`config.mk`:
```
export PLATFORM = sky130hd
export DESIGN_NAME = out_port_uart
export DESIGN_NICKNAME = d
export VERILOG_FILES = /design/src/rtl/out_port_uart.sv
export SDC_FILE = /design/constraint.sdc
export NUM_CORES = 1
export LEC_CHECK = 0
export ABC_CLOCK_PERIOD_IN_PS = 3200
export CAP_MARGIN = 20
export CORE_MARGIN = 2
export CORE_UTILIZATION = 59
export CTS_CLUSTER_SIZE = 14
export DETAILED_ROUTE_END_ITERATION = 10
export HOLD_SLACK_MARGIN = 0.03
export PLACE_DENSITY = 0.85
export SETUP_SLACK_MARGIN = 0.2
export SYNTH_ARGS = -nofsm -noshare
export SYNTH_HDL_FRONTEND = slang
export SYNTH_SLANG_ARGS = --single-unit
```
`constraint.sdc`:
```
create_clock -name clk -period 3.2 [get_ports clk]
set_input_delay 0.96 -clock clk [delete_from_list [all_inputs] [get_ports clk]]
set_output_delay 0.96 -clock clk [all_outputs]
set_load 0.05 [all_outputs]
```
`src/rtl/out_port_uart.sv`:
```
// ---------------------------------------------------------------------------
// out_port_uart
//
// Output-side peripheral for the nic8 CPU. Every OUT write (out_strobe high
// for one cycle with the byte on out_data) is queued in a small FIFO. Queued
// bytes are sent one at a time as UART frames on tx: start bit, 8 data bits
// LSB first, stop bit (8N1).
//
// Build option:
//   OUT_PORT_PARITY_EN - when defined, an even-parity bit is sent between the
//                        data bits and the stop bit (8E1, 11 bit times).
//
// Parameters:
//   CLKS_PER_BIT - clock cycles per serial bit (>= 2)
//   FIFO_DEPTH   - FIFO entries, power of two, >= 2
//   FIFO_AW      - log2(FIFO_DEPTH)
//
// Ports:
//   clk        in   system clock, all state changes on posedge
//   reset_n    in   asynchronous active-low reset
//   out_strobe in   CPU OUT write strobe, one cycle per byte
//   out_data   in   CPU data bus byte, valid with out_strobe
//   tx         out  UART serial line, idles high
//   busy       out  frame in progress or FIFO not empty
//   full       out  FIFO holds FIFO_DEPTH entries
//   overflow   out  sticky: a byte was dropped because the FIFO was full
// ---------------------------------------------------------------------------
module out_port_uart #(
  parameter int CLKS_PER_BIT = 16,
  parameter int FIFO_DEPTH   = 4,
  parameter int FIFO_AW      = 2
) (
  input  logic       clk,
  input  logic       reset_n,
  input  logic       out_strobe,
  input  logic [7:0] out_data,
  output logic       tx,
  output logic       busy,
  output logic       full,
  output logic       overflow
);

  localparam int BAUD_W = (CLKS_PER_BIT > 2) ? $clog2(CLKS_PER_BIT) : 1;
  localparam logic [BAUD_W-1:0] BAUD_LAST = BAUD_W'(CLKS_PER_BIT - 1);
  localparam logic [FIFO_AW:0]  DEPTH_CNT = (FIFO_AW + 1)'(FIFO_DEPTH);

  typedef enum logic [2:0] {
    IDLE,
    START,
    DATA,
    PARITY,
    STOP
  } state_t;

  state_t             state;
  state_t             stateNext;
  logic [7:0]         fifoMem [FIFO_DEPTH];
  logic [FIFO_AW-1:0] wrPtr;
  logic [FIFO_AW-1:0] rdPtr;
  logic [FIFO_AW:0]   count;
  logic [BAUD_W-1:0]  baudCnt;
  logic [BAUD_W-1:0]  baudNext;
  logic [BAUD_W-1:0]  baudInc;
  logic [2:0]         bitIdx;
  logic [2:0]         bitIdxNext;
  logic [7:0]         shiftReg;
  logic [7:0]         shiftNext;
  logic               pushEn;
  logic               popEn;
  logic               bitDone;
`ifdef OUT_PORT_PARITY_EN
  logic               parityBit;
`endif

  // A push is decided on the count at the start of the cycle, so a strobe
  // that meets a full FIFO is dropped even if a pop frees a slot this cycle.
  assign full    = (count == DEPTH_CNT);
  assign pushEn  = out_strobe && !full;
  assign popEn   = (state == IDLE) && (count != '0);
  assign busy    = (state != IDLE) || (count != '0);
  assign bitDone = (baudCnt == BAUD_LAST);
  assign baudInc = bitDone ? '0 : baudCnt + 1'b1;

  // FIFO storage; contents need no reset because count gates every read.
  always_ff @(posedge clk) begin
    if (pushEn) begin
      fifoMem[wrPtr] <= out_data;
    end
  end

  // FIFO pointers, occupancy and the sticky overflow flag.
  always_ff @(posedge clk or negedge reset_n) begin
    if (!reset_n) begin
      wrPtr    <= '0;
      rdPtr    <= '0;
      count    <= '0;
      overflow <= 1'b0;
    end else begin
      if (pushEn) begin
        wrPtr <= wrPtr + 1'b1;
      end
      if (popEn) begin
        rdPtr <= rdPtr + 1'b1;
      end
      if (pushEn && !popEn) begin
        count <= count + 1'b1;
      end else if (!pushEn && popEn) begin
        count <= count - 1'b1;
      end
      if (out_strobe && full) begin
        overflow <= 1'b1;
      end
    end
  end

  // Transmitter state register.
  always_ff @(posedge clk or negedge reset_n) begin
    if (!reset_n) begin
      state    <= IDLE;
      baudCnt  <= '0;
      bitIdx   <= '0;
      shiftReg <= '0;
    end else begin
      state    <= stateNext;
      baudCnt  <= baudNext;
      bitIdx   <= bitIdxNext;
      shiftReg <= shiftNext;
    end
  end

`ifdef OUT_PORT_PARITY_EN
  // Parity is taken from the byte as it leaves the FIFO, before shifting.
  always_ff @(posedge clk or negedge reset_n) begin
    if (!reset_n) begin
      parityBit <= 1'b0;
    end else if (popEn) begin
      parityBit <= ^fifoMem[rdPtr];
    end
  end
`endif

  // Next-state and line driver. tx depends only on registered state, so
  // there is no combinational path from out_strobe to the serial line.
  always_comb begin
    stateNext  = state;
    baudNext   = baudCnt;
    bitIdxNext = bitIdx;
    shiftNext  = shiftReg;
    tx         = 1'b1;
    case (state)
      IDLE: begin
        if (popEn) begin
          stateNext = START;
          baudNext  = '0;
          shiftNext = fifoMem[rdPtr];
        end
      end
      START: begin
        tx       = 1'b0;
        baudNext = baudInc;
        if (bitDone) begin
          stateNext  = DATA;
          bitIdxNext = '0;
        end
      end
      DATA: begin
        tx       = shiftReg[0];
        baudNext = baudInc;
        if (bitDone) begin
          shiftNext = {1'b0, shiftReg[7:1]};
          if (bitIdx == 3'd7) begin
`ifdef OUT_PORT_PARITY_EN
            stateNext = PARITY;
`else
            stateNext = STOP;
`endif
          end else begin
            bitIdxNext = bitIdx + 3'd1;
          end
        end
      end
`ifdef OUT_PORT_PARITY_EN
      PARITY: begin
        tx       = parityBit;
        baudNext = baudInc;
        if (bitDone) begin
          stateNext = STOP;
        end
      end
`endif
      STOP: begin
        tx       = 1'b1;
        baudNext = baudInc;
        if (bitDone) begin
          stateNext = IDLE;
        end
      end
      default: begin
        stateNext = IDLE;
      end
    endcase
  end

endmodule

```
======== Word-level counts from Yosys, hierarchy flattened ========
Memory sizes are Yosys's and may differ from the RTL's.
Index checks and enable logic that the tools add are counted.
operators by class
  eq/ne operators ......................... 12
  $add $sub $neg .......................... 6
  multiplexer cells ....................... 20
  reductions and logical operators ........ 21
operators with widths
  cell                                           number
  two-way mux 3 bit                              9
  two-way mux 8 bit                              2
  one-hot mux 8 bit (2 select lines)             1
  inequality test 2 bit, second input constant   6
  one-hot mux 3 bit (4 select lines)             1
  == test 3 bit, second input constant           3
  two-way mux 4 bit                              2
  one-hot mux 4 bit (2 select lines)             1
  nonzero test 2 bit                             4
  adder 3 x 1 -> 3 bit, second input constant    2
  one-hot mux 3 bit (2 select lines)             1
  nonzero test 3 bit                             2
  logical AND 1 bit                              5
  AND reduction 5 bit                            1
  adder 2 x 1 -> 2 bit, second input constant    2
  adder 4 x 1 -> 4 bit, second input constant    1
  == test 4 bit, second input constant           1
  AND reduction 4 bit                            1
  == test 3 x 1 -> 1 bit, second input constant  1
  == test 3 x 2 -> 1 bit, second input constant  1
  logical NOT 1 bit                              3
  logical NOT 3 bit                              1
  AND reduction 3 bit                            1
  OR reduction 3 bit                             1
  other kinds (5)                                6
word-level totals
  output and inout bits ................... 4
  memories kept ........................... 1
  bits in registers ....................... 26
  word-level logic and storage cells ...... 68
  RAM bits ................................ 32
memory list
  name     words  width  rd ports  clocked after Yosys merged registers in  wr ports  line  RTL
  fifoMem  4      8      1         0                                        1         57    logic [7:0] fifoMem [FIFO_DEPTH];

======== Longest topological paths before layout ========
  word-level depth ........................ 7
  gate-level depth with buffers ........... 10
  gate-level depth less buffers ........... 9

======== Least setup slack after synthesis ========
No wires, ideal clock.
  path kind ............................... reg-to-reg
  from .................................... register count[1]
  to ...................................... register count[1]
  path buffers ............................ 1
  stages on the path, launching flop included .. 8
  slack ................................... 0.691 ns
  data arrival time ....................... 2.384 ns
  library setup time ...................... 0.125 ns
  cell sequence ........................... dfrtp_1 > nor3b_2 > nor2b_1 > clkbuf_1 > ha_1 > inv_1 > fa_1 > mux2_2
between the ends
  word-level cells in the longest chain between the ends .. 6
  elaborated cells between the ends (all ways) .. 14
  classes of those cells .................. add/sub: 2; eq/ne: 1; mux: 2; reduce/logical: 9
ends and longest elaborated chain
  item                                 line  RTL
  from (decl)                          60    logic [FIFO_AW:0] count;
  from (signal assigned)               106   count <= count + 1'b1;
  from (signal assigned)               108   count <= count - 1'b1;
  == test 3 bit (*)                    77    assign full = (count == DEPTH_CNT);
  via full                             39    output logic full,
  logical NOT 1 bit (*)                78    assign pushEn = out_strobe && !full;
  logical AND 1 bit (*)                78
  via pushEn                           68    logic pushEn;
  logical NOT 1 bit                    107   end else if (!pushEn && popEn) begin
  logical AND 1 bit                    107
  nonzero test 2 bit (no source line)  n/a
The timed path passes the listed nets; every way through them passes the cells marked *. The select of a mux whose other input is x is not followed.
A chain may end at the register's enable or synchronous reset.

======== Worst setup path after layout ========
  from .................................... register count[1]
  to ...................................... output port full
between the ends
  word-level cells in the longest chain between the ends .. 1
ends and longest elaborated chain
  item           line
  == test 3 bit  77
  to (decl)      39
No other way between the ends.

==> flow_metrics.env <==
export IMPL_grt_max_degree=27
export IMPL_synth_edf_count=32
export IMPL_setup_viol=0
export IMPL_hold_buffers=0
export IMPL_overflow=0
export IMPL_synthTopCellsByArea="edfxtp_1, dfrtp_1, mux4_2"
export IMPL_synth_most_common_cell="edfxtp_1"
export IMPL_worstSetupEndpointType="primary output"
export IMPL_die_y_um=70.9
export IMPL_rsz0062_at_grt="false"
export IMPL_rows=24
export IMPL_grt_use_total_pct=21.8
export IMPL_slew_viol_final=0
export IMPL_clkTransAtPathRegs_ns=0.07
export IMPL_startpoint="count[1]"
export IMPL_slew_headroom_pct=61.9
export IMPL_grt_pass1_vias=1661
export IMPL_insertion_delay_ns=0.34
export IMPL_globalplace_congestion=0.750
export IMPL_status="completed"
export IMPL_startpoint_type="register"
export IMPL_placed_cells=239
export IMPL_r2r_slack_ns=0.66
export IMPL_reg2regPathDepth=8
export IMPL_cts_htree_levels=3
export IMPL_synthFlopType="edfxtp_1"
export IMPL_power_density_nw_per_um2=896
export IMPL_io_buffers=14
export IMPL_drtIter0Drc=136
export IMPL_yosys_warnings=0
export IMPL_final_util_pct=69.0
export IMPL_routedWlPerCell_um=19.1
export IMPL_placed_area_um2=2820
export IMPL_antenna_found_initial=0
export IMPL_ys_ff_latch=58
export IMPL_cts_made_buffers=9
export IMPL_clock_fmax_ghz=0.340
export IMPL_post_route_min_period_ns=2.94
export IMPL_required_ns=2.24
export IMPL_ys_seq_area_share_pct=61.0
export IMPL_p_total_mw=2.67
export IMPL_cts_tree="built"
export IMPL_crit_path_end="full"
export IMPL_hpwl_um=3300
export IMPL_pin_count=15
export IMPL_stdcell_count=255
export IMPL_diodes=0
export IMPL_cts_root_buf="clkbuf_8"
export IMPL_vias_per_cell=6.25
export IMPL_skew_ns=0.00600
export IMPL_synthDominantCellAreaShare_pct=36.4
export IMPL_leakage_nw=1.11
export IMPL_start_util_pct=61.1
export IMPL_hold_viol_final=0
export IMPL_route_antenna_remaining_nets=0
export IMPL_cts_buffer_depth=2
export IMPL_layout_drive_gt1_share_pct=20.2
export IMPL_areaGrowthSynthToFinish_pct=13.1
export IMPL_drcViolationCount=0
export IMPL_period_share_pct=92.0
export IMPL_fin_tns_setup_ns=0
export IMPL_synth_avg_cell_area_um2=14.7
export IMPL_cts_setup_buffers=0
export IMPL_hold_path_class="reg2reg"
export IMPL_core_area_um2=4320
export IMPL_grt_pass1_wl_um=8100
export IMPL_crit_type="reg2out"
export IMPL_final_cell_area_um2=2990
export IMPL_critPathArrivalTime_ns=1.98
export IMPL_r2r_start="state[2]"
export IMPL_syn_inst=179
export IMPL_max_vdd_ir_drop_v=0.000607
export IMPL_synth_cell_types=44
export IMPL_worst_pin_slew_ns=0.566
export IMPL_cts_sinks=58
export IMPL_maxCapViolCount=0
export IMPL_die_w_um=70.9
export IMPL_synth_fp_nets=199
export IMPL_vias=1595
export IMPL_dr_pass1_iters=4
export IMPL_ys_async_sr_fraction_pct=44.8
export IMPL_synthTopCellsByCount="edfxtp_1, dfrtp_1, inv_1"
export IMPL_dieArea_um2=5030
export IMPL_wirelength_um=4860
export IMPL_r2r_end="count[1]"
export IMPL_yosys_area_top_type="edfxtp_1"
export IMPL_nets=218
export IMPL_syn_area_um2=2640
export IMPL_critPathMaxFanout=5
-- how the worst min path moves through the flow --
stage,from,endpoint,slack (ns),depth (start not counted)
2_1_floorplan,bitIdx[1],bitIdx[1],0.48,1
3_3_place_gp,overflow,overflow,0.44,1
3_5_place_dp,overflow,overflow,0.45,1
4_1_cts,overflow,overflow,0.47,1
5_1_grt,overflow,overflow,0.49,1
6_report,overflow,overflow,0.46,1
-- state kept, by name, summed over array words and instances (netlist names) --
register	flops
wrPtr	2
overflow	1
rdPtr	2
state	3
fifoMem	32
baudCnt	4
shiftReg	8
count	3
bitIdx	3
-- worst max-delay path, stage by stage (launching register included) --
cell             delay, ns
dfrtp_1               0.46
nor3b_2               0.30
clkdlybuf4s50_1       0.89
-- metal layers --
metal	routed length, um	GRT usage (%)
met5	0	0
met4	133	13.6
met3	215	5.41
met2	2490	35.3
met1	2020	26.5
-- layout by cell type (no fill, tap or decap), types with 4 or more instances in the layout --
master and count:
dfrtp_1 26, o21ai_0 4, xor2_1 5, and2_1 4, ha_1 8, inv_1 9
buf_4 4, mux4_2 8, edfxtp_1 32, nor2_1 6, clkdlybuf4s50_1 12, nor2b_1 4
o221a_2 8, clkbuf_8 9, or3_1 8
-- cell families after synthesis --
family / count (synthesis) / synth area share [%]
multiplexers: 10 / 7.68
adder cells (fa/ha/maj): 10 / 4.93
AO/OA/AOI/OAI: 34 / 11.0
buffers and inverters: 19 / 3.41
AND/OR/NAND/NOR: 41 / 9.57
XOR/XNOR: 7 / 2.32
flip-flops: 58 / 61.0
-- layout make-up --
class	instances	area (um2)
clock inverters	7	45.0
inverters	9	33.8
repair buffers	18	168
clock buffers	9	124
multi-input cells	102	938
well taps	52	65.1
fillers	289	1340
flip-flops and latches	58	1610
-- per-stage QoR --
stage	setup WS (ns)	hold slack (ns)
after floorplan	0.691	0.482
after global placement	0.521	0.443
after detailed placement	0.359	0.446
after CTS	0.233	0.466
after global routing	0.209	0.495
final	0.257	0.462
-- report_power, final --
part	internal, mW	switching [mW]	leakage [nW]
clock	0.277	0.305	0.0791
combinational	0.429	0.420	0.429
sequential	1.03	0.219	0.601
-- repair_timing --
| action | 4_1_cts | 5_1_grt |
|---|---|---|
| hold endpoints to repair | 0 | 0 |
| endpoints found under the setup margin | 2 | 0 |
| resized for setup | 2 | 0 |
(Power assumes the default switching activity.)
==> RTL edit (config.mk and constraints unchanged) <==
Set the parameter `FIFO_DEPTH` to 8 (it was 4).
--- a/src/rtl/out_port_uart.sv
+++ b/src/rtl/out_port_uart.sv
@@ -29,3 +29,3 @@
   parameter int CLKS_PER_BIT = 16,
-  parameter int FIFO_DEPTH   = 4,
+  parameter int FIFO_DEPTH   = 8,
   parameter int FIFO_AW      = 2
Formal check against the unedited RTL: not equivalent (Yosys sat finds a counterexample within 4 cycles, from zero or initial values and one cycle with reset_n low).
==> RTL edit against the unedited design <==
- sequential cell count unchanged
- die area down 2.2%
- fmax up 2.2%
- wire length down 4.8%
- setup slack better by 63 ps
- synthesized area down 2.3%
- final area down 0.50%
Power is not compared: it rests on default switching activity, and its combinational part moved more than twofold at a synthesized area within 25%.
==> RTL edit: results <==
[worst_setup_path]
path_max_fanout = 12
crit_family = "simple AND/OR/NAND/NOR gates"
crit_slowest_cell = "or3_1"
max_stage_delay_ps = 560
arrival_ps = 1920

[global_routing]
met1_usage_pct = 26.0
grt_use_met3_pct = 5.77
grt_pass1_wl_microns = 7790
track_usage_pct = 21.4
met2_usage_pct = 34.6
grt_pass1_vias = 1594

[routing]
wire_per_inst_microns = 18.6
met3RoutedLength_microns = 163
first_iter_violations = 107
wl_met1_microns = 1960
dr_total_vias = 1522
wl_microns = 4630
met2WireLength_microns = 2390

[layout]
area_share_nonclk_buffers_pct = 5.31
n_all_buffers = 17
reg_top3 = "fifoMem x32, shiftReg x8, baudCnt x4"
seq_cell_count = 58
final_nets = 212
drive_gt1_share_pct = 18.8
multi_input_gates = 97
clock_cell_area_share_pct = 7.33

[placed_design]
dp_hpwl_microns = 3150
gp_congestion = 0.809
placed_area_sq_um = 2760
numPlacedInstances = 233
pre_cts_slack_ps = 294

[yosys]
synth_area_leaders = "edfxtp_1 37%, dfrtp_1 25%, mux4_2 7.0%"
yosysSeqAreaShare_pct = 62.5
synth_compound_area_share_pct = 10.5
synth_xor_area_share_pct = 2.38
synth.area.mux_share_pct = 8.25
syn_nets = 192
ys_types = 42
syn_avg_cell_area_sq_um = 15.0
yosys.area_share.adder_pct = 4.66
ys_top_cells_by_count = "32 x edfxtp_1, 26 x dfrtp_1, 10 x or3_1"
synth_cells = 172

[sta]
worstMarginPinSlew_ps = 574
clock-skew-final_ps = 8.53

[run_status]
outcome = "finished, final reports clean"
## RTL edit: metrics by stage
stage / util (%) / hold WS, ps
6_report: 69.2 / 466
5_1_grt: 69.2 / 484
4_1_cts: 69.2 / 469
3_5_place_dp: 64.2 / 458
3_3_place_gp: 64.2 / 442
2_1_floorplan: - / 434
## RTL edit: final timing paths
| check | startpoint | endpoint | slack, ps | depth (start not counted) |
|---|---|---|---|---|
| min | overflow | overflow | 470 | 1 |
| max reg2reg | count[0] | count[2] | 790 | 8 |
| max | count[0] | busy | 320 | 4 |
| min in group asynchronous | reset_n | bitIdx[1] | 990 | 2 |
| max in group asynchronous | reset_n | rdPtr[0] | 1950 | 2 |
| min reg2reg | overflow | overflow | 470 | 1 |
## RTL edit: worst reg2reg max path: stages, from the launching register on
cell and delay [ps]:
dfrtp_1 420, or3_1 560, nand2_1 230, ha_1 220, inv_1 70, fa_1 370, xor2_1 150, nor2_1 150
xor2_1 150
